==> src/rtl/trace_filter_multi_event.sv <==
// Trace filter: flags retired instructions not worth storing, with class/trailing/event/pass-all keep reasons and stats.
// Latency: instruction sampled with pc_valid at edge t yields drop_instr/keep_reason at t+1; outputs hold between samples.
// Backpressure: none; pc_valid is the only qualifier and every sampled instruction is classified.
module trace_filter_multi_event #(
    parameter int INSTR_WIDTH   = 32,
    parameter int COUNTER_WIDTH = 64,
    parameter int NUM_EVENTS    = 2,
    parameter int MAX_TRAILING  = 4,
    parameter int TRAIL_W       = $clog2(MAX_TRAILING + 1),
    parameter int STAT_WIDTH    = 32
) (
    input  logic                              clk,
    input  logic                              rst,
    input  logic                              pc_valid,
    input  logic [INSTR_WIDTH-1:0]            next_instr,
    input  logic [NUM_EVENTS*COUNTER_WIDTH-1:0] event_counters,
    input  logic [3:0]                        class_enable,
    input  logic [NUM_EVENTS-1:0]             event_enable,
    input  logic [TRAIL_W-1:0]                trailing_count,
    output logic                              drop_instr,
    output logic [NUM_EVENTS+4:0]             keep_reason,
    output logic [STAT_WIDTH-1:0]             kept_count,
    output logic [STAT_WIDTH-1:0]             dropped_count
);

    localparam logic [TRAIL_W-1:0] MAX_T = TRAIL_W'(MAX_TRAILING);

    logic [31:0]                          instr;
    logic                                 is_rv32;
    logic                                 cls_branch;
    logic                                 cls_jump;
    logic                                 cls_wfi;
    logic [2:0]                           cls_hit;
    logic [TRAIL_W-1:0]                   trail_load;
    logic                                 trail_tag;
    logic [TRAIL_W-1:0]                   run_cnt;
    logic [TRAIL_W-1:0]                   run_d;
    logic [NUM_EVENTS-1:0]                pending;
    logic [NUM_EVENTS-1:0]                pending_d;
    logic [NUM_EVENTS-1:0]                ev_change;
    logic [NUM_EVENTS-1:0]                ev_tag;
    logic [NUM_EVENTS*COUNTER_WIDTH-1:0]  prev_counters;
    logic                                 primed;
    logic [NUM_EVENTS+4:0]                reason_d;

    assign instr = next_instr[31:0];

    // Decode the instruction into enabled branch/jump/wfi class hits and the clamped run length.
    always_comb begin
        is_rv32    = (instr[1:0] == 2'b11);
        cls_branch = 1'b0;
        cls_jump   = 1'b0;
        if (is_rv32) begin
            cls_branch = (instr[6:0] == 7'b1100011);
            cls_jump   = (instr[6:0] == 7'b1101111) || (instr[6:0] == 7'b1100111);
        end else begin
            cls_branch = (instr[1:0] == 2'b01) && (instr[15:14] == 2'b11);
            cls_jump   = ((instr[1:0] == 2'b01) &&
                          ((instr[15:13] == 3'b001) || (instr[15:13] == 3'b101))) ||
                         ((instr[1:0] == 2'b10) && (instr[15:13] == 3'b100) &&
                          (instr[6:2] == 5'd0) && (instr[11:7] != 5'd0));
        end
        cls_wfi    = (instr == 32'h1050_0073);
        cls_hit    = {cls_wfi, cls_jump, cls_branch} & class_enable[2:0];
        trail_load = (trailing_count > MAX_T) ? MAX_T : trailing_count;
    end

    // Trailing run: a class hit reloads the run, otherwise a live run tags and counts down.
    always_comb begin
        trail_tag = 1'b0;
        run_d     = run_cnt;
        if (pc_valid) begin
            if (cls_hit != 3'b000) begin
                run_d = trail_load;
            end else if (run_cnt != '0) begin
                trail_tag = 1'b1;
                run_d     = run_cnt - TRAIL_W'(1);
            end
        end
    end

    // Event change detection (wrap-safe inequality) and pending flag next-state.
    always_comb begin
        ev_change = '0;
        ev_tag    = '0;
        pending_d = '0;
        for (int i = 0; i < NUM_EVENTS; i++) begin
            ev_change[i] = primed &&
                (event_counters[i*COUNTER_WIDTH +: COUNTER_WIDTH] !=
                 prev_counters[i*COUNTER_WIDTH +: COUNTER_WIDTH]);
            ev_tag[i]    = pc_valid && pending[i] && event_enable[i];
            // A change on the consuming edge re-arms; a disabled event never stays pending.
            pending_d[i] = event_enable[i] &&
                           (ev_change[i] || (pending[i] && !pc_valid));
        end
        reason_d = {ev_tag, class_enable[3], trail_tag, cls_hit};
    end

    // Previous counter snapshot tracks the inputs every cycle, reset or not.
    always_ff @(posedge clk) begin
        prev_counters <= event_counters;
    end

    // Filter state, registered outputs and saturating statistics.
    always_ff @(posedge clk) begin
        if (rst) begin
            drop_instr    <= 1'b1;
            keep_reason   <= '0;
            kept_count    <= '0;
            dropped_count <= '0;
            run_cnt       <= '0;
            pending       <= '0;
            primed        <= 1'b0;
        end else begin
            primed  <= 1'b1;
            pending <= pending_d;
            run_cnt <= run_d;
            if (pc_valid) begin
                keep_reason <= reason_d;
                drop_instr  <= ~|reason_d;
                if (|reason_d) begin
                    if (kept_count != '1) begin
                        kept_count <= kept_count + STAT_WIDTH'(1);
                    end
                end else begin
                    if (dropped_count != '1) begin
                        dropped_count <= dropped_count + STAT_WIDTH'(1);
                    end
                end
            end
        end
    end

endmodule
==> config.mk <==
export PLATFORM = sky130hd
export DESIGN_NAME = trace_filter_multi_event
export DESIGN_NICKNAME = d
export VERILOG_FILES = /design/src/rtl/trace_filter_multi_event.sv
export SDC_FILE = /design/constraint.sdc
export NUM_CORES = 1
export LEC_CHECK = 0
export ABC_CLOCK_PERIOD_IN_PS = 3400
export CAP_MARGIN = 30
export CELL_PAD_IN_SITES_DETAIL_PLACEMENT = 0
export CELL_PAD_IN_SITES_GLOBAL_PLACEMENT = 1
export CORE_ASPECT_RATIO = 0.7
export CORE_UTILIZATION = 35
export DETAILED_ROUTE_END_ITERATION = 10
export DONT_BUFFER_PORTS = 1
export PLACE_DENSITY_LB_ADDON = 0.1
export RECOVER_POWER = 100
export SLEW_MARGIN = 20
export SYNTH_ARGS = -nofsm -noshare
export SYNTH_HDL_FRONTEND = slang
export SYNTH_SLANG_ARGS = --single-unit
==> constraint.sdc <==
create_clock -name clk -period 3.4 [get_ports clk]
set_input_delay 0 -clock clk [delete_from_list [all_inputs] [get_ports clk]]
set_output_delay 0 -clock clk [all_outputs]
set_load 0.05 [all_outputs]
* Word level (Yosys, flattened, before mapping)
Cells that the tools add are included.
Word-level totals: flip-flop bits (word level) 206, input port bits 172, output and inout port bits 72, word-level logic and storage cells 69
Cells by class: add/subtract/negate cells 3, order comparisons 1, eq/ne operators 15, multiplexer cells 9, bitwise operators 2, reduce and logical (&&, ||, !) cells 31
Operator list (number):
- inequality test 64 bit | 2
- adder 32 x 1 -> 32 bit, second input constant | 2
- inequality test 32 bit, second input constant | 2
- == test 32 x 29 -> 1 bit, second input constant | 1
- == test 7 bit, second input constant | 3
- logical AND 1 bit | 15
- 2-to-1 mux 3 bit | 3
- OR reduction 7 bit | 1
- == test 2 bit, second input constant | 3
- == test 3 bit, second input constant | 2
- 2-to-1 mux 1 bit | 6
- AND reduction 3 bit | 2
- nonzero test 3 bit | 2
- logical NOT 5 bit | 1
- logical OR 1 bit | 5
- nonzero test 5 bit | 1
- bitwise AND 3 bit | 1
- == test 3 x 1 -> 1 bit, second input constant | 1
- greater-than comparator 3 bit, second input constant | 1
- subtractor 3 x 1 -> 3 bit, second input constant | 1
- == test 2 x 1 -> 1 bit, second input constant | 1
- logical NOT 1 bit | 2
- AND reduction 2 bit | 1
- nonzero test 2 bit | 1
- NOT 1 bit | 1

* Depth between registers and ports, before layout
Gate-level depths: netlist of run 1.
depth after elaboration 13, mapped depth 11, depth with buffers taken out 9

* Worst setup path before layout of run 1
No wires, ideal clock.
path type register -> register, from reg dropped_count[8], to reg dropped_count[8], library setup time 123 ps, arrival 2738 ps, data required time 3277 ps, path slack 539 ps, stages on the path, launching flop included 10, path buffers 2, period minus slack after synthesis 2861 ps, path through dfxtp_1 > and4_1 > clkbuf_1 > nand4b_1 > nor4_1 > nand4_1 > nand4_1 > clkbuf_1 > nor2_1 > mux2_1
Between the ends: word-level cells in the longest chain between the ends 2, elaborated cells between the ends (all ways) 3, classes of those cells add/sub: 1; eq/ne: 1; reduce/logical: 1
RTL lines:
- start: declaration | line 23 | output logic [STAT_WIDTH-1:0] dropped_count
- start signal: assignment | line 127 | dropped_count <= dropped_count + STAT_WIDTH'(1);
- branches (longest 2 deep; another with adder 32 x 1 -> 32 bit)
Parallel ways; which one is timed is not known. A chain may end at the register's enable or synchronous reset.

* Final worst setup path of run 1
from in next_instr[15], to reg run_cnt[0]
Between the ends: word-level cells in the longest chain between the ends 10, elaborated cells between the ends (all ways) 19, classes of those cells eq/ne: 5; mux: 3; bitwise: 1; reduce/logical: 10
RTL lines:
- start: declaration | line 15 | input logic [INSTR_WIDTH-1:0] next_instr,
- == test 3 bit | line 60 | ((instr[1:0] == 2'b10) && (instr[15:13] == 3'b100) &&
- logical AND 1 bit (2 in series) | line 60
- logical AND 1 bit | line 61 | (instr[6:2] == 5'd0) && (instr[11:7] != 5'd0));
- logical OR 1 bit | line 59 | ((instr[15:13] == 3'b001) || (instr[15:13] == 3'b101))) ||
- 2-to-1 mux 1 bit | line 53 | if (is_rv32) begin
- bitwise AND 3 bit * | line 64 | cls_hit = {cls_wfi, cls_jump, cls_branch} & class_enable[2:0];
- nonzero test 3 bit * | line 73 | if (cls_hit != 3'b000) begin
- nonzero test 2 bit (no source line)
- AND reduction 2 bit (no source line)
- end signal: assignment | line 117 | run_cnt <= run_d;
- end: declaration | line 36 | logic [TRAIL_W-1:0] run_cnt;
Mark *: on every way between the ends. The rest lies on a longest branch, timed or not.

==> flow_metrics.env, run 1 <==
export IMPL_antenna_found_initial=1
export IMPL_gr_usage_met2=0.3269
export IMPL_maxCapViolations=1
export IMPL_clock_fmax_ghz=0.3275
export IMPL_slowest_delay_ps=730
export IMPL_final_cells=1268
export IMPL_hold_path_class="in -> reg"
export IMPL_grt_use_met3=0.06899
export IMPL_critPathLaunchType="primary input"
export IMPL_whs_path_depth=6
export IMPL_synth_edf_count=0
export IMPL_grt_pass1_vias=6703
export IMPL_post_route_worst_setup_slack_ps=347.0
export IMPL_path_buf_inv=3
export IMPL_relSlewSlack=-0.1559
export IMPL_setup_violations=0
export IMPL_worstPathRequired_ps=3790
export IMPL_ff_latch_area_sq_mm=0.004124
export IMPL_syn2layout_area_growth_pct=33.78
export IMPL_place_hpwl_um=15330
export IMPL_vias_per_cell=5.110
export IMPL_worstPathArrival_ps=3450
export IMPL_tns_ps=0
export IMPL_clk_latency_ps=500
export IMPL_busiest_layer="met2"
export IMPL_wirelength_um=22530
export IMPL_gp_congestion=0.7917
export IMPL_boundaryPins=244
export IMPL_hold_violations=0
export IMPL_fp_dieArea_sq_mm=0.02308
export IMPL_synth_top_cell_area_share=0.5244
export IMPL_synth_area_sq_mm=0.007864
export IMPL_max_slew_worst_pin_slew_ps=1734
export IMPL_ys_types=50
export IMPL_critPathKind="in -> reg"
export IMPL_fin_skew_ps=7.076
export IMPL_cts_tree="built"
export IMPL_ant_nets=0
export IMPL_rsz0062_at_grt="false"
export IMPL_r2r_cells=8
export IMPL_cts_sinks=206
export IMPL_yosys_warnings=0
export IMPL_failed_checks="capacitance limit, slew limit"
export IMPL_holdWs_ps=8.604
export IMPL_synthFlopType="dfxtp_1"
export IMPL_via_count=6479
export IMPL_critical_path_cell_chain="dlygate4sd3_1 -> nor4_1 -> nand4_1 -> nor4_1 -> a211oi_1 -> buf_4 -> nor4b_1 -> dlygate4sd3_1 -> a21oi_1 -> a31oi_1"
export IMPL_post_place_cells=1079
export IMPL_cts_htree_levels=1
export IMPL_cts_buffers=22
export IMPL_dieHeight_um=127.4
export IMPL_num_fill_cells=2037
export IMPL_io_buffers=0
export IMPL_nets=1146
export IMPL_grt_pass1_wl_um=35460
export IMPL_die_w_um=181.2
export IMPL_endpoint_kind="flip-flop"
export IMPL_yosys_top_cells_count="dfxtp_1 (206), xnor2_1 (136), a21oi_1 (53)"
export IMPL_initial_utilization=0.3600
export IMPL_synth_fp_nets=952
export IMPL_synth_cells=776
export IMPL_run_status="complete, but fails checks"
export IMPL_wl_per_cell_um=17.76
export IMPL_dp_slack_ps=449.7
export IMPL_fin_util=0.4816
export IMPL_synth_area_leaders="dfxtp_1 (52%), xnor2_1 (15%), nand4_1 (4.1%)"
export IMPL_grt_max_degree=80
export IMPL_track_usage=0.1919
export IMPL_cpMaxStageDelayCell="nor4_1"
export IMPL_firstDrtPassIters=4
export IMPL_synthArstFlopShare=0
export IMPL_yosysMostFrequentCell="dfxtp_1"
export IMPL_syn_avg_cell_area_sq_um=10.13
export IMPL_leakage_nw=3.584
export IMPL_cp_depth=10
export IMPL_drc=0
export IMPL_core_area_sq_mm=0.02185
export IMPL_synth_area_leader_cell="dfxtp_1"
export IMPL_row_count=45
export IMPL_overflow=0
export IMPL_clk_pin_slew_ps=60
export IMPL_root_buffer="clkbuf_16"
export IMPL_report_final_slew_viol_count=80
export IMPL_ys_seq_elements=206
export IMPL_drive_gt1_frac=0.04772
export IMPL_rrSetupSlack_ps=400
export IMPL_max_vdd_ir_drop_uv=385.5
export IMPL_cp_top_family="buffers and inverters"
export IMPL_power_density_mw_per_mm2=522.7
export IMPL_ys_seq_area_frac=0.5244
export IMPL_critPathMaxFanout=9
export IMPL_clock_path_buffers=3
export IMPL_use_met1=0.2306
export IMPL_multi_input_area_sq_mm=0.003562
export IMPL_drt_initial_drc_count=369
export IMPL_min_period_ps=3053
export IMPL_cts_resized=0
export IMPL_period_share=0.8980
metal layers:
layer	vias to the layer above	wire, um
met4	0	459
met5	-	0
met1	3034	9648
li1	3182	-
met2	230	10380
met3	33	2036
flip-flops by register name (all words and copies together), names as in the netlist:
name,cells
pending,2
kept_count,32
prev_counters,128
dropped_count,32
primed,1
run_cnt,3
keep_reason,7
drop_instr,1
cells in the final DEF, fill, tap and decap left out, types with 22 or more instances in the layout:
cell type	Yosys	layout
dlygate4sd3_1	0	147
a21oi_1	53	53
nand4_1	52	52
nor2_1	29	29
or3_1	24	24
nand2_1	40	40
o21ai_0	19	22
clkbuf_16	0	23
clkbuf_1	20	40
nand3_1	27	27
xnor2_1	136	136
dfxtp_1	206	206
cell type report:
class                           count  share of cell area
Sequential cell                   206              0.3920
Multi-Input combinational cell    530              0.3386
Timing Repair Buffer              192              0.1593
Clock buffer                       35             0.06565
Tap cell                          282             0.03354
Inverter                           18            0.006422
Clock inverter                      4            0.004282
Antenna cell                        1           0.0002379
report_power, final:
group	leakage [nW]	internal (W)	switching (W)
sequential	1.71	0.00252	0.0000780
combinational	1.51	0.000279	0.000217
clock	0.366	0.00146	0.000947
total	3.58	0.00426	0.00124
final timing paths:
kind,from,end
setup reg to reg,kept_count[5],kept_count[20]
hold reg to reg,run_cnt[0],run_cnt[0]
setup / recovery,next_instr[15],run_cnt[0]
hold / removal,event_counters[30],pending[0]
worst min-delay path: cells and delay by family:
kind	cells	cell delay [ps]
AND/OR/NAND/NOR	4	350
XOR/XNOR	1	40
AO/OA/AOI/OAI	1	70
per-stage QoR:
stage	power, W	instance area [sq um]
final	0.005499	10520
after global routing	0.005736	10520
after CTS	0.005586	10680
after detailed placement	0.002991	8459
after global placement	0.002975	8459
after floorplan	0.002929	7864
kinds of logic (layout without fill, tap and decap cells):
kind of cell             Yosys count  in the layout  share of synthesized area
AO/OA/AOI/OAI                    124            124                    0.09674
XOR/XNOR                         140            140                     0.1559
adder cells (fa/ha/maj)            4              4                   0.006365
buffers and inverters             40            249                    0.01941
flip-flops                       206            206                     0.5244
multiplexers                       7              7                   0.009387
other                              0              1                          0
AND/OR/NAND/NOR                  255            255                     0.1877
timing repair:
item,4_1_cts,5_1_grt
hold buffers,147,1
setup buffers,0,0
hold endpoints to repair,206,2
Power figures use the tool's default switching activity.
==> run 2: changes to the inputs <==
--- a/config.mk
+++ b/config.mk
@@ -10,10 +10,11 @@
 export CELL_PAD_IN_SITES_DETAIL_PLACEMENT = 0
 export CELL_PAD_IN_SITES_GLOBAL_PLACEMENT = 1
 export CORE_ASPECT_RATIO = 0.7
-export CORE_UTILIZATION = 35
+export CORE_UTILIZATION = 47
 export DETAILED_ROUTE_END_ITERATION = 10
 export DONT_BUFFER_PORTS = 1
-export PLACE_DENSITY_LB_ADDON = 0.1
+export HOLD_SLACK_MARGIN = 0.15
+export PLACE_DENSITY = 0.84
 export RECOVER_POWER = 100
 export SLEW_MARGIN = 20
 export SYNTH_ARGS = -nofsm -noshare
==> run 2 against run 1 <==
Against the previous run:
- the flow now stops in clock tree synthesis (4_1_cts)
- area after synthesis stayed put
- synthesized cell count unchanged
==> flow_metrics.env, run 2 <==
export IMPL_run_status="aborted with a tool error"
export IMPL_stop_stage="clock tree synthesis (4_1_cts)"
export IMPL_toolErrorMsg="[ERROR RSZ-0060] Max buffer count reached."
export IMPL_dpl_cell_area_sq_mm=0.008364
export IMPL_place_hpwl_um=14500
export IMPL_synth_area_leaders="dfxtp_1 (52%), xnor2_1 (15%), nand4_1 (4.1%)"
export IMPL_io_buffers=0
export IMPL_synth_area_sq_mm=0.007864
export IMPL_yosys_warnings=0
export IMPL_clock_path_buffers=3
export IMPL_die_w_um=156.6
export IMPL_cts_htree_levels=1
export IMPL_root_buffer="clkbuf_16"
export IMPL_cts_sinks=206
export IMPL_initial_utilization=0.4811
export IMPL_dieHeight_um=110.2
export IMPL_cts_setup_buffers=0
export IMPL_synth_cells=776
export IMPL_synth_fp_nets=952
export IMPL_synthArstFlopShare=0
export IMPL_gp_congestion=0.8175
export IMPL_cts_buffers=20
export IMPL_yosys_top_cells_count="dfxtp_1 (206), xnor2_1 (136), a21oi_1 (53)"
export IMPL_ys_seq_elements=206
export IMPL_row_count=39
export IMPL_syn_avg_cell_area_sq_um=10.13
export IMPL_synth_top_cell_area_share=0.5244
export IMPL_cts_resized=0
export IMPL_yosysMostFrequentCell="dfxtp_1"
export IMPL_synth_edf_count=0
export IMPL_holdBufCountCts=212
export IMPL_ys_seq_area_frac=0.5244
export IMPL_synth_area_leader_cell="dfxtp_1"
export IMPL_synthFlopType="dfxtp_1"
export IMPL_ys_types=50
export IMPL_boundaryPins=244
## run 2: cell counts after synthesis
Identical to the previous run, type by type.
## run 2: cells by family after synthesis
| logic type | after synthesis | synth area share |
|---|---|---|
| flip-flops | 206 | 0.5244 |
| AND/OR/NAND/NOR | 255 | 0.1877 |
| AO/OA/AOI/OAI | 124 | 0.09674 |
| multiplexers | 7 | 0.009387 |
| adder cells (fa/ha/maj) | 4 | 0.006365 |
| XOR/XNOR | 140 | 0.1559 |
| buffers and inverters | 40 | 0.01941 |
## run 2: metrics by stage
| stage | std cells | hold slack (ps) | util | worst slack (ps) |
|---|---|---|---|---|
| after detailed placement | 1019 | 27.79 | 0.5117 | 194.4 |
| after global placement | 1018 | 27.82 | 0.5110 | 376.3 |
| after floorplan | 776 | 27.72 | - | 539.0 |
==> run 3: changes to the inputs <==
--- a/config.mk
+++ b/config.mk
@@ -7,14 +7,10 @@
 export LEC_CHECK = 0
 export ABC_CLOCK_PERIOD_IN_PS = 3400
 export CAP_MARGIN = 30
-export CELL_PAD_IN_SITES_DETAIL_PLACEMENT = 0
-export CELL_PAD_IN_SITES_GLOBAL_PLACEMENT = 1
-export CORE_ASPECT_RATIO = 0.7
-export CORE_UTILIZATION = 47
+export CORE_UTILIZATION = 40
 export DETAILED_ROUTE_END_ITERATION = 10
 export DONT_BUFFER_PORTS = 1
-export HOLD_SLACK_MARGIN = 0.15
-export PLACE_DENSITY = 0.84
+export PLACE_DENSITY_LB_ADDON = 0.15
 export RECOVER_POWER = 100
 export SLEW_MARGIN = 20
 export SYNTH_ARGS = -nofsm -noshare
==> run 3 against run 2 <==
Against the previous run:
- the flow now finishes without violations
==> flow_metrics.env, run 3 (synthesis gave the netlist of run 1 again) <==
export IMPL_clk_latency_ps=530
export IMPL_endpoint_kind="flip-flop"
export IMPL_antenna_found_initial=2
export IMPL_grt_pass1_vias=7084
export IMPL_run_status="finished, final reports clean"
export IMPL_grt_pass1_wl_um=36660
export IMPL_drive_gt1_frac=0.05988
export IMPL_dp_slack_ps=374.0
export IMPL_critPathLaunchType="flip-flop"
export IMPL_die_w_um=142.2
export IMPL_hp_start="event_counters[126]"
export IMPL_largest_reg_flops=128
export IMPL_cp_top_family="buffers and inverters"
export IMPL_period_share=0.9587
export IMPL_place_hpwl_um=15340
export IMPL_num_fill_cells=1558
export IMPL_reg_top3="prev_counters x128, dropped_count x32, kept_count x32"
export IMPL_most_common_layout_cells="dfxtp_1 (205), dlygate4sd3_1 (166), xnor2_1 (136)"
export IMPL_critPathMaxFanout=23
export IMPL_fin_skew_ps=19.43
export IMPL_hold_path_class="in -> reg"
export IMPL_ant_nets=0
export IMPL_report_final_slew_viol_count=0
export IMPL_power_density_mw_per_mm2=546.3
export IMPL_firstDrtPassIters=5
export IMPL_initial_utilization=0.4149
export IMPL_post_route_worst_setup_slack_ps=140.3
export IMPL_worstPathRequired_ps=3870
export IMPL_setup_violations=0
export IMPL_startpoint="run_cnt[0]"
export IMPL_leakage_nw=3.770
export IMPL_overflow=0
export IMPL_io_buffers=0
export IMPL_crit_end="dropped_count[17]"
export IMPL_track_usage=0.2329
export IMPL_worstPathArrival_ps=3730
export IMPL_grt_max_degree=80
export IMPL_wl_per_cell_um=18.97
export IMPL_drc=0
export IMPL_dieHeight_um=142.2
export IMPL_cts_buffers=24
export IMPL_via_count=6809
export IMPL_cts_htree_levels=1
export IMPL_post_place_cells=1051
export IMPL_core_area_sq_mm=0.01896
export IMPL_cpMaxStageDelayCell="dlygate4sd3_1"
export IMPL_root_buffer="clkbuf_16"
export IMPL_syn2layout_area_growth_pct=38.93
export IMPL_row_count=50
export IMPL_r2r_end="dropped_count[17]"
export IMPL_nets=1163
export IMPL_cts_sinks=206
export IMPL_largest_register="prev_counters"
export IMPL_cp_depth=12
export IMPL_clock_path_buffers=3
export IMPL_cts_tree="built"
export IMPL_relSlewSlack=0.3766
export IMPL_mostFrequentLayoutCell="dfxtp_1"
export IMPL_critPathKind="reg -> reg"
export IMPL_max_slew_worst_pin_slew_ps=933.4
export IMPL_path_buf_inv=4
export IMPL_tns_ps=0
export IMPL_ff_latch_area_sq_mm=0.004125
export IMPL_critical_path_cell_chain="inv_1 -> ha_2 -> nor2b_4 -> nand2_1 -> a311o_1 -> a211oi_2 -> buf_4 -> nand4_1 -> buf_6 -> or4_1 -> a21oi_1 -> dlygate4sd3_1"
export IMPL_slowest_delay_ps=550
export IMPL_hold_violations=0
export IMPL_boundaryPins=244
export IMPL_wirelength_um=24070
export IMPL_r2r_cells=12
export IMPL_final_cells=1269
export IMPL_clock_fmax_ghz=0.3068
export IMPL_min_period_ps=3260
export IMPL_rrSetupSlack_ps=140
export IMPL_fp_dieArea_sq_mm=0.02022
export IMPL_max_vdd_ir_drop_uv=502.2
export IMPL_maxCapViolations=0
export IMPL_multi_input_area_sq_mm=0.003602
export IMPL_gp_congestion=0.8012
export IMPL_clk_pin_slew_ps=60
export IMPL_timing_rr_start="run_cnt[0]"
export IMPL_vias_per_cell=5.366
export IMPL_drt_initial_drc_count=231
[run 3: where the power goes]
group	switching (W)	internal (W)
combinational	0.000232	0.000307
clock	0.00104	0.00179
sequential	0.0000837	0.00252
total	0.00135	0.00462
[run 3: worst min-delay path by stage]
stage / end / slack (ps) / cells past startpoint
after floorplan: prev_counters[0] / 30 / 0
after global placement: prev_counters[107] / 30 / 0
after detailed placement: prev_counters[74] / 30 / 0
after CTS: prev_counters[25] / 0.2 / 1
after global routing: prev_counters[87] / 0.4 / 1
final: prev_counters[126] / 20 / 1
[run 3: stage by stage]
stage / utilization / total power (W) / hold slack, ps / cell area [sq um]
2_1_floorplan: - / 0.002929 / 27.72 / 7864
3_3_place_gp: 0.4420 / 0.002972 / 27.83 / 8379
3_5_place_dp: 0.4426 / 0.002992 / 27.80 / 8391
4_1_cts: 0.5789 / 0.005994 / 0.1869 / 10970
5_1_grt: 0.5757 / 0.006194 / 0.3982 / 10910
6_report: 0.5764 / 0.005968 / 18.60 / 10930
[run 3: final cells by class]
class	instances	share of cell area
Multi-Input combinational cell	530	0.3297
Tap cell	260	0.02978
Antenna cell	7	0.001603
Clock inverter	8	0.01546
Timing Repair Buffer	207	0.1734
Inverter	18	0.006184
Clock buffer	33	0.06631
Sequential cell	206	0.3776
[run 3: metal layers]
| metal | vias to the layer above | routed length (um) | GRT usage |
|---|---|---|---|
| met4 | 0 | 1011 | 0.1126 |
| met2 | 310 | 12110 | 0.4115 |
| met5 | - | 0 | 0 |
| met3 | 65 | 2015 | 0.06561 |
| met1 | 3204 | 8935 | 0.2564 |
| li1 | 3230 | - | - |
[run 3: what timing repair did]
item | in CTS | in global routing
setup buffers | 0 | 1
hold buffers | 167 | 2
hold endpoints to repair | 206 | 2
endpoints found under the setup margin | 0 | 6
resized for setup | 0 | 7
==> run 4: changes to the inputs <==
--- a/config.mk
+++ b/config.mk
@@ -5,9 +5,11 @@
 export SDC_FILE = /design/constraint.sdc
 export NUM_CORES = 1
 export LEC_CHECK = 0
+export ABC_AREA = 1
 export ABC_CLOCK_PERIOD_IN_PS = 3400
 export CAP_MARGIN = 30
 export CORE_UTILIZATION = 40
+export CTS_CLUSTER_DIAMETER = 120
 export DETAILED_ROUTE_END_ITERATION = 10
 export DONT_BUFFER_PORTS = 1
 export PLACE_DENSITY_LB_ADDON = 0.15
==> run 4 against run 3 <==
Against the previous run:
- routed wire length up 14%
- critical path depth is 2 lower
- core utilization decreased by 3.3 points
- synthesized cell count grew 58%
- setup slack improved by 150 ps
- sequential power barely moved
- combinational power grew 5.0%
- cell area up 14%
- sequential share of layout area shrank 4.5 points
- first-iteration DRC count grew 100%
- hold slack got worse by 15 ps
- clock power fell by 1%
- critical path type unchanged
- highest routed layer unchanged
==> flow_metrics.env, run 4 <==
export IMPL_critPathLaunchType="flip-flop"
export IMPL_cts_sinks=206
export IMPL_grt_max_degree=69
export IMPL_startpoint="dropped_count[30]"
export IMPL_setup_violations=0
export IMPL_drive_gt1_frac=0.06680
export IMPL_post_route_worst_setup_slack_ps=290.9
export IMPL_hp_start="event_counters[97]"
export IMPL_synth_cells=1227
export IMPL_synth_top_cell_area_share=0.4390
export IMPL_overflow=0
export IMPL_period_share=0.9144
export IMPL_fp_dieArea_sq_mm=0.02410
export IMPL_critPathMaxFanout=13
export IMPL_fin_area_sq_mm=0.01241
export IMPL_row_count=55
export IMPL_yosys_warnings=0
export IMPL_ys_seq_elements=206
export IMPL_cts_htree_levels=1
export IMPL_track_usage=0.2278
export IMPL_firstDrtPassIters=5
export IMPL_critical_path_cell_chain="clkbuf_1 -> nand2_1 -> nor2_1 -> nand2_1 -> inv_1 -> nand4_4 -> nand4_1 -> dlygate4sd3_1 -> a21oi_1 -> dlygate4sd3_1"
export IMPL_worstPathRequired_ps=3810
export IMPL_boundaryPins=244
export IMPL_min_period_ps=3109
export IMPL_nets=1613
export IMPL_dpl_cell_area_sq_mm=0.01001
export IMPL_reg_top3="prev_counters x128, dropped_count x32, kept_count x32"
export IMPL_cts_tree="built"
export IMPL_max_vdd_ir_drop_uv=461.2
export IMPL_initial_utilization=0.4112
export IMPL_tns_ps=0
export IMPL_io_buffers=0
export IMPL_maxCapViolations=0
export IMPL_hold_violations=0
export IMPL_largest_register="prev_counters"
export IMPL_antenna_found_initial=3
export IMPL_gp_congestion=0.8979
export IMPL_via_count=8637
export IMPL_synth_area_leader_cell="dfxtp_1"
export IMPL_syn2layout_area_growth_pct=32.14
export IMPL_synth_area_sq_mm=0.009394
export IMPL_clock_fmax_ghz=0.3216
export IMPL_max_slew_worst_pin_slew_ps=902.0
export IMPL_largest_reg_flops=128
export IMPL_synth_edf_count=0
export IMPL_clk_pin_slew_ps=60
export IMPL_die_w_um=155.3
export IMPL_fin_util=0.5433
export IMPL_rsz0062_at_grt="false"
export IMPL_synth_fp_nets=1403
export IMPL_drc=0
export IMPL_place_hpwl_um=17900
export IMPL_ant_nets=0
export IMPL_critPathKind="reg -> reg"
export IMPL_ys_seq_area_frac=0.4390
export IMPL_yosysMostFrequentCell="nand2_1"
export IMPL_yosys_top_cells_count="nand2_1 (285), dfxtp_1 (206), nor2_1 (156)"
export IMPL_dieHeight_um=155.3
export IMPL_synthFlopType="dfxtp_1"
export IMPL_syn_avg_cell_area_sq_um=7.656
export IMPL_timing_rr_start="dropped_count[30]"
export IMPL_grt_pass1_vias=8644
export IMPL_synthArstFlopShare=0
export IMPL_mostFrequentLayoutCell="nand2_1"
export IMPL_cts_buffers=24
export IMPL_rrSetupSlack_ps=290
export IMPL_grt_pass1_wl_um=43890
export IMPL_fin_skew_ps=11.86
export IMPL_drt_initial_drc_count=466
export IMPL_relSlewSlack=0.3987
export IMPL_leakage_nw=4.921
export IMPL_power_density_mw_per_mm2=478.5
export IMPL_clock_path_buffers=3
export IMPL_ys_types=37
export IMPL_clk_latency_ps=530
export IMPL_root_buffer="clkbuf_16"
export IMPL_dp_slack_ps=865.3
export IMPL_core_area_sq_mm=0.02285
export IMPL_report_final_slew_viol_count=0
export IMPL_slowest_delay_ps=670
export IMPL_run_status="finished, final reports clean"
export IMPL_synth_area_leaders="dfxtp_1 (44%), nand2_1 (11%), xnor2_1 (9.0%)"
export IMPL_most_common_layout_cells="nand2_1 (285), dfxtp_1 (206), nor2_1 (158)"
export IMPL_worstPathArrival_ps=3520
export IMPL_wl_per_cell_um=15.57
export IMPL_vias_per_cell=4.885
export IMPL_cpMaxStageDelayCell="clkbuf_1"
export IMPL_wirelength_um=27530
export IMPL_endpoint_kind="flip-flop"
export IMPL_hold_path_class="in -> reg"
-- run 4: routing by layer --
| layer | track usage | share of wire | up-vias |
|---|---|---|---|
| met1 | 0.2705 | 0.43 | 3929 |
| met5 | 0 | 0 | - |
| met3 | 0.05543 | 0.070 | 57 |
| met2 | 0.4080 | 0.48 | 262 |
| met4 | 0.06116 | 0.024 | 0 |
| li1 | - | - | 4389 |
-- run 4: where the power goes --
group | total, W | switching, W | leakage, nW | internal (W)
clock | 0.00279 | 0.00103 | 0.413 | 0.00176
sequential | 0.00259 | 0.0000709 | 1.71 | 0.00252
combinational | 0.000566 | 0.000281 | 2.80 | 0.000284
total | 0.00594 | 0.00138 | 4.92 | 0.00456
-- run 4: cell type report --
type | count | area, sq um
flip-flops and latches | 206 | 4124
clock inverters | 7 | 171.4
clock buffers | 34 | 678.2
inverters | 114 | 427.9
diodes | 3 | 7.507
fillers | 2148 | 10430
repair buffers | 216 | 1962
well taps | 313 | 391.6
multi-input cells | 875 | 4651
-- run 4: final timing paths --
check                                          to  cells after the start
worst max-delay path            dropped_count[31]                     10
worst min-delay path                   pending[1]                      8
worst max register to register  dropped_count[31]                     10
worst min register to register         pending[0]                      2
-- run 4: cell families (layout without fill, tap and decap cells) --
kind of cell / after synthesis / in the layout / synth area share
compound gates: 95 / 95 / 0.05168
xor+xnor: 137 / 137 / 0.1277
fa+ha+maj: 4 / 4 / 0.005328
buf+inv: 146 / 371 / 0.06473
flops: 206 / 206 / 0.4390
other cells: 0 / 3 / 0
simple gates: 639 / 639 / 0.3115
-- run 4: timing repair --
item	in CTS	in global routing
gates resized for setup	0	1
hold buffers	158	0
hold endpoints to repair	196	0
setup endpoints to repair	0	1
buffers inserted	0	4
-- run 4: through the flow --
stage	std cells	power (W)	hold slack, ps
6_report	1768	0.005940	3.665
2_1_floorplan	1227	0.002976	27.72
3_3_place_gp	1562	0.003010	27.80
3_5_place_dp	1562	0.003019	27.80
5_1_grt	1768	0.006166	0.2074
4_1_cts	1761	0.005982	0.3496
-- run 4: worst max-delay path: cells and delay by family (launching register included) --
family | cells | cell delay [ps]
compound gates | 1 | 70
buf+inv | 4 | 1920
flops | 1 | 300
simple gates | 5 | 710
